**src/rtl/imm_pkg.sv**
```systemverilog
// Shared types, opcodes and helpers for the immediate-generation stage.
package imm_pkg;

  typedef enum logic [2:0] {
    FMT_NONE = 3'd0,
    FMT_I    = 3'd1,
    FMT_S    = 3'd2,
    FMT_B    = 3'd3,
    FMT_U    = 3'd4,
    FMT_J    = 3'd5,
    FMT_Z    = 3'd6,
    FMT_SH   = 3'd7
  } imm_fmt_e;

  localparam logic [6:0] OPC_LOAD    = 7'b0000011;
  localparam logic [6:0] OPC_OPIMM   = 7'b0010011;
  localparam logic [6:0] OPC_OPIMM32 = 7'b0011011;
  localparam logic [6:0] OPC_STORE   = 7'b0100011;
  localparam logic [6:0] OPC_BRANCH  = 7'b1100011;
  localparam logic [6:0] OPC_LUI     = 7'b0110111;
  localparam logic [6:0] OPC_AUIPC   = 7'b0010111;
  localparam logic [6:0] OPC_JAL     = 7'b1101111;
  localparam logic [6:0] OPC_JALR    = 7'b1100111;
  localparam logic [6:0] OPC_SYSTEM  = 7'b1110011;

  // Per-entry metadata that travels alongside the immediate.
  typedef struct packed {
    logic [31:0] iword;
    logic        illegal;
    imm_fmt_e    fmt;
  } imm_meta_t;

  // Sign-extend the low 'width' bits (1..32) of val to 64 bits.
  function automatic logic [63:0] imm_sext(input logic [31:0] val, input int unsigned width);
    logic [63:0] r;
    r = {val, 32'b0};
    r = r << (32 - width);
    return $signed(r) >>> (64 - width);
  endfunction

endpackage

```
**src/rtl/imm_gen_core.sv**
```systemverilog
// Combinational immediate decoder: iword -> immediate, format tag, illegal flag.
module imm_gen_core
  import imm_pkg::*;
#(
  parameter int unsigned XLEN = 32
) (
  input  logic [31:0]     iword,
  output logic [XLEN-1:0] imm,
  output imm_fmt_e        fmt,
  output logic            illegal
);

  logic [6:0] opc;
  logic [2:0] funct3;
  logic       is_shift;

  assign opc      = iword[6:0];
  assign funct3   = iword[14:12];
  assign is_shift = (funct3 == 3'b001) || (funct3 == 3'b101);

  // Select the immediate layout from opcode/funct3 and extend to XLEN.
  always_comb begin
    imm     = '0;
    fmt     = FMT_NONE;
    illegal = 1'b0;
    if (iword[1:0] != 2'b11) begin
      illegal = 1'b1;
    end else begin
      case (opc)
        OPC_LOAD, OPC_JALR: begin
          fmt = FMT_I;
          imm = XLEN'(imm_sext(32'(iword[31:20]), 12));
        end
        OPC_OPIMM: begin
          if (is_shift) begin
            fmt = FMT_SH;
            imm = (XLEN == 64) ? XLEN'(iword[25:20]) : XLEN'(iword[24:20]);
          end else begin
            fmt = FMT_I;
            imm = XLEN'(imm_sext(32'(iword[31:20]), 12));
          end
        end
        OPC_OPIMM32: begin
          // Word-sized ops exist only on RV64; otherwise treated as unknown.
          if (XLEN == 64) begin
            if (is_shift) begin
              fmt = FMT_SH;
              imm = XLEN'(iword[24:20]);
            end else begin
              fmt = FMT_I;
              imm = XLEN'(imm_sext(32'(iword[31:20]), 12));
            end
          end
        end
        OPC_SYSTEM: begin
          if (funct3[2]) begin
            fmt = FMT_Z;
            imm = XLEN'(iword[19:15]);
          end else begin
            fmt = FMT_I;
            imm = XLEN'(imm_sext(32'(iword[31:20]), 12));
          end
        end
        OPC_STORE: begin
          fmt = FMT_S;
          imm = XLEN'(imm_sext(32'({iword[31:25], iword[11:7]}), 12));
        end
        OPC_BRANCH: begin
          fmt = FMT_B;
          imm = XLEN'(imm_sext(32'({iword[31], iword[7], iword[30:25], iword[11:8], 1'b0}), 13));
        end
        OPC_LUI, OPC_AUIPC: begin
          fmt = FMT_U;
          imm = XLEN'(imm_sext({iword[31:12], 12'b0}, 32));
        end
        OPC_JAL: begin
          fmt = FMT_J;
          imm = XLEN'(imm_sext(32'({iword[31], iword[19:12], iword[20], iword[30:21], 1'b0}), 21));
        end
        default: ;
      endcase
    end
  end

endmodule

```
**src/rtl/imm_gen_stage.sv**
```systemverilog
// Registered immediate-generation stage with valid/ready, optional skid entry and flush.
module imm_gen_stage
  import imm_pkg::*;
#(
  parameter int unsigned XLEN = 32,
  parameter int unsigned SKID = 1
) (
  input  logic            clk,
  input  logic            rst,
  input  logic            flush,
  input  logic            in_valid,
  output logic            in_ready,
  input  logic [31:0]     in_iword,
  output logic            out_valid,
  input  logic            out_ready,
  output logic [XLEN-1:0] out_imm,
  output imm_fmt_e        out_fmt,
  output logic [31:0]     out_iword,
  output logic            out_illegal
);

  logic [XLEN-1:0] core_imm;
  imm_fmt_e        core_fmt;
  logic            core_illegal;
  imm_meta_t       core_meta;

  imm_gen_core #(.XLEN(XLEN)) u_core (
    .iword   (in_iword),
    .imm     (core_imm),
    .fmt     (core_fmt),
    .illegal (core_illegal)
  );

  assign core_meta = '{iword: in_iword, illegal: core_illegal, fmt: core_fmt};

  logic            out_valid_q, out_valid_d;
  logic [XLEN-1:0] out_imm_q, out_imm_d;
  imm_meta_t       out_meta_q, out_meta_d;
  logic            skid_valid_q, skid_valid_d;
  logic [XLEN-1:0] skid_imm_q, skid_imm_d;
  imm_meta_t       skid_meta_q, skid_meta_d;
  logic            ready_q;
  logic            accept;

  // With a skid entry, ready only depends on whether the skid slot is free.
  assign in_ready = (SKID != 0) ? ready_q : (!out_valid_q || out_ready);
  assign accept   = in_valid && in_ready;

  // Next-state for output and skid registers; flush drops everything held or arriving.
  always_comb begin
    out_valid_d  = out_valid_q;
    out_imm_d    = out_imm_q;
    out_meta_d   = out_meta_q;
    skid_valid_d = skid_valid_q;
    skid_imm_d   = skid_imm_q;
    skid_meta_d  = skid_meta_q;
    if (flush) begin
      out_valid_d  = 1'b0;
      skid_valid_d = 1'b0;
    end else if (!out_valid_q || out_ready) begin
      if (skid_valid_q) begin
        out_valid_d  = 1'b1;
        out_imm_d    = skid_imm_q;
        out_meta_d   = skid_meta_q;
        skid_valid_d = 1'b0;
      end else if (accept) begin
        out_valid_d = 1'b1;
        out_imm_d   = core_imm;
        out_meta_d  = core_meta;
      end else begin
        out_valid_d = 1'b0;
      end
    end else if (accept && (SKID != 0)) begin
      skid_valid_d = 1'b1;
      skid_imm_d   = core_imm;
      skid_meta_d  = core_meta;
    end
  end

  // State registers.
  always_ff @(posedge clk or posedge rst) begin
    if (rst) begin
      out_valid_q  <= 1'b0;
      out_imm_q    <= '0;
      out_meta_q   <= '0;
      skid_valid_q <= 1'b0;
      skid_imm_q   <= '0;
      skid_meta_q  <= '0;
      ready_q      <= 1'b0;
    end else begin
      out_valid_q  <= out_valid_d;
      out_imm_q    <= out_imm_d;
      out_meta_q   <= out_meta_d;
      skid_valid_q <= skid_valid_d;
      skid_imm_q   <= skid_imm_d;
      skid_meta_q  <= skid_meta_d;
      ready_q      <= !skid_valid_d;
    end
  end

  assign out_valid   = out_valid_q;
  assign out_imm     = out_imm_q;
  assign out_fmt     = out_meta_q.fmt;
  assign out_iword   = out_meta_q.iword;
  assign out_illegal = out_meta_q.illegal;

endmodule

```
**config.mk**
```make
export PLATFORM = sky130hd
export DESIGN_NAME = imm_gen_stage
export DESIGN_NICKNAME = d
export VERILOG_FILES = /design/src/rtl/imm_pkg.sv /design/src/rtl/imm_gen_core.sv /design/src/rtl/imm_gen_stage.sv
export SDC_FILE = /design/constraint.sdc
export NUM_CORES = 1
export LEC_CHECK = 0
export CORE_MARGIN = 4
export CORE_UTILIZATION = 37
export DETAILED_ROUTE_END_ITERATION = 8
export SETUP_SLACK_MARGIN = 0.4
export SLEW_MARGIN = 5
export SYNTH_ARGS = -nofsm -noshare
export SYNTH_HDL_FRONTEND = slang
export SYNTH_SLANG_ARGS = --single-unit
```
**constraint.sdc**
```tcl
create_clock -name clk -period 5.7 [get_ports clk]
set_clock_uncertainty 0.15 [all_clocks]
set_input_delay 0.855 -clock clk [delete_from_list [all_inputs] [get_ports clk]]
set_output_delay 0.855 -clock clk [all_outputs]
set_load 0.01 [all_outputs]
```
==> flow_summary.yaml <==
outcome:
  outcome: "complete, no violations"
floorplan:
  core_area_um2: 16580
  fp.dieW_um: 137.9
  start_util_pct: 37.63
  dieArea_um2: 19010
  rows: 47
  ioPinCount: 107
  chipHeight_um: 137.9
timing:
  rsz0062_at_grt: "no"
  finalCritPeriodShare_pct: 55.95
  fmax_ghz: 0.3136
  fin_tns_setup_ns: 0
  setup_ws_ns: 2.511
  worstMarginPinSlew_ns: 1.036
  finalSetupViolCount: 0
  finalMaxSlewViolations: 0
  fin_crit_ns: 3.189
  hold_viol_final: 0
  slew-limit-headroom_pct: 30.94
placement:
  io_buffers: 106
  gp_congestion: 0.7675
  hpwl_mm: 10.81
  dpl_worst_slack_ns: 2.086
cts:
  cts.repair.resized: 0
  cts_buffers: 17
  cts_sinks: 139
  clk_pin_slew_ns: 0.06
  postCtsSetupBuffers: 0
  clockBufferDepth: 2
  cts_hold_buf: 0
  cts_tree: "yes"
  cts-root-buf: "clkbuf_16"
  h-tree-depth: 4
  clkLatencyLatePin_ns: 0.42
power_and_ir_drop:
  ir_drop_mv: 0.1985
  p_leak_nw: 3.372
  pwr_density_cell_nw_per_um2: 374.0
synth:
  synth_ff_type: "dfrtp_1"
  yosys-top-cells-area: "dfrtp_1 56%, nand2_1 8.8%, a21oi_1 5.3%"
  yosysTopAreaCell: "dfrtp_1"
  yosysTopAreaCellShare_pct: 55.73
  yosysMostFrequentCell: "nand2_1"
  synth-edff-count: 0
  synth_commonest_cells: "146 x nand2_1, 139 x dfrtp_1, 73 x nor2_1"
  ys_seq_area_share_pct: 55.73
  syn-num-nets: 700
  yosysWarnings: 0
  yosysUniqueCellTypes: 45
  synth_area_um2: 6241
  ys_async_sr_fraction_pct: 100.0
  synth_area_per_cell_um2: 9.413
  ys_ff_latch: 139
  synth_cells: 663
global_routing:
  grtUsageMet2_pct: 27.66
  met3_usage_pct: 4.608
  grt_antenna_before_repair: 0
  grt_pass1_wl_mm: 26.69
  grt_pass1_vias: 5071
  grt_start_max_net_pins: 112
  track_usage_pct: 18.29
  grt_overflow: 0
  top_usage_layer: "met2"
  grtUsageMet1_pct: 25.56
critical_path:
  start_kind: "input port"
  crit_fanout: 13
  crit_path_max_incr_delay_ns: 0.73
  end_kind: "flop"
  required_ns: 5.83
  crit_path_top_delay_cell: "clkdlybuf4s50_1"
  cp_top_family: "compound AO/OA/AOI/OAI gates"
  crit_arrival_ns: 3.32
  path_buf_inv: 1
  crit_chain: "clkdlybuf4s50_1 > nor2b_1 > o211a_1 > nor3b_4 > o21ba_1 > a21oi_1"
  crit_type: "in2reg"
final_layout:
  drive_above_1_share_pct: 7.471
  nets: 787
  final_core_util_pct: 48.94
  antennaDiodeCount: 0
  area_delta_synth_final_pct: 30.03
routing:
  vias: 5122
  drc: 0
  routed_wl_mm: 16.66
  wl_per_cell_um: 16.94
  first_iter_violations: 411
  firstDrtPassIters: 5
  viasPerCell: 5.211
  ant_nets: 0
job:
  max_cap_violations: 0
worst_hold_path:
  hp-class: "reg2reg"
## metal layers
| layer | up-vias | share of wire (%) |
|---|---|---|
| li1 | 2449 | - |
| met1 | 2504 | 48 |
| met2 | 152 | 46 |
| met3 | 17 | 5.3 |
| met4 | 0 | 1.2 |
| met5 | - | 0 |
## path summary, 6_finish.rpt
path	startpoint	to	slack (ns)	cells past startpoint
min	skid_imm_q[2]$_DFFE_PP0P_	skid_imm_q[2]$_DFFE_PP0P_	0.32	2
max in group asynchronous	rst	skid_imm_q[6]$_DFFE_PP0P_	3.53	3
max	in_iword[4]	out_imm[29]$_DFFE_PP0P_	2.51	6
max reg2reg	out_valid$_DFFE_PP0N_	out_imm[29]$_DFFE_PP0P_	3.06	6
min in group asynchronous	rst	out_iword[1]$_DFFE_PP0P_	0.88	2
min reg2reg	skid_imm_q[2]$_DFFE_PP0P_	skid_imm_q[2]$_DFFE_PP0P_	0.32	2
## layout make-up
type	instances	area (um^2)
Inverter	5	23.77
Clock inverter	9	181.4
Clock buffer	23	488.0
Sequential cell	139	3480
Timing Repair Buffer	112	1106
Tap cell	220	275.3
Multi-Input combinational cell	475	2561
Fill cell	1546	8468
## metrics by stage
| step | std cells | hold slack (ns) | power (mW) | cell area, um^2 |
|---|---|---|---|---|
| finish | 983 | 0.3176 | 3.035 | 8115 |
| global placement | 951 | 0.2998 | 1.787 | 7446 |
| global route | 983 | 0.3498 | 3.183 | 8115 |
| floorplan | 663 | 0.2870 | 1.522 | 6241 |
| detailed placement | 951 | 0.3063 | 1.806 | 7446 |
| CTS | 983 | 0.3211 | 3.063 | 8115 |
## sequential cells by signal (all words and copies together) (netlist names)
| register | flops |
|---|---|
| skid_meta_q | 36 |
| out_imm | 32 |
| out_iword | 32 |
| skid_imm_q | 32 |
| out_fmt | 3 |
| in_ready | 1 |
| out_illegal | 1 |
| out_valid | 1 |
| skid_valid_q | 1 |
## logic make-up (layout without fill, tap and decap cells)
logic type / Yosys count / in the layout / share of synthesized area (%)
AO/OA/AOI/OAI: 162 / 162 / 15.02
AND/OR/NAND/NOR: 278 / 278 / 20.15
multiplexers: 35 / 35 / 5.674
buffers and inverters: 49 / 149 / 3.428
flip-flops: 139 / 139 / 55.73
## report_power, final
part           internal [mW]  total (mW)  switching, mW
clock network          0.827        1.25          0.421
logic                  0.269       0.525          0.256
registers               1.16        1.26         0.0999
total                   2.26        3.03          0.777
## layout by cell type (no fill, tap or decap), types with 2 or more instances in the layout
cell type | Yosys | final
clkdlybuf4s50_1 | 0 | 106
mux2_2 | 3 | 3
a221o_1 | 2 | 2
buf_4 | 0 | 6
inv_6 | 0 | 3
a21oi_2 | 11 | 11
nand3_1 | 4 | 4
clkbuf_8 | 0 | 4
nor2_1 | 73 | 73
a22o_1 | 4 | 4
dfrtp_1 | 139 | 138
nand2b_1 | 4 | 4
nand4b_1 | 2 | 2
nand3b_1 | 23 | 23
a31oi_1 | 13 | 13
clkbuf_16 | 0 | 17
o2bb2ai_1 | 6 | 6
clkbuf_1 | 32 | 2
a21oi_1 | 66 | 66
nor3_1 | 7 | 6
o211ai_1 | 2 | 2
bufinv_16 | 0 | 5
inv_1 | 5 | 4
o21ai_0 | 52 | 52
nor2b_1 | 4 | 4
mux2i_1 | 32 | 32
nand2_1 | 146 | 146
## tightest hold or removal path, cell delays in order (launching register included)
cell and delay, ns:
dfrtp_1 0.33, nand2_1 0.05, nand2_1 0.06
Power figures use the tool's default switching activity.
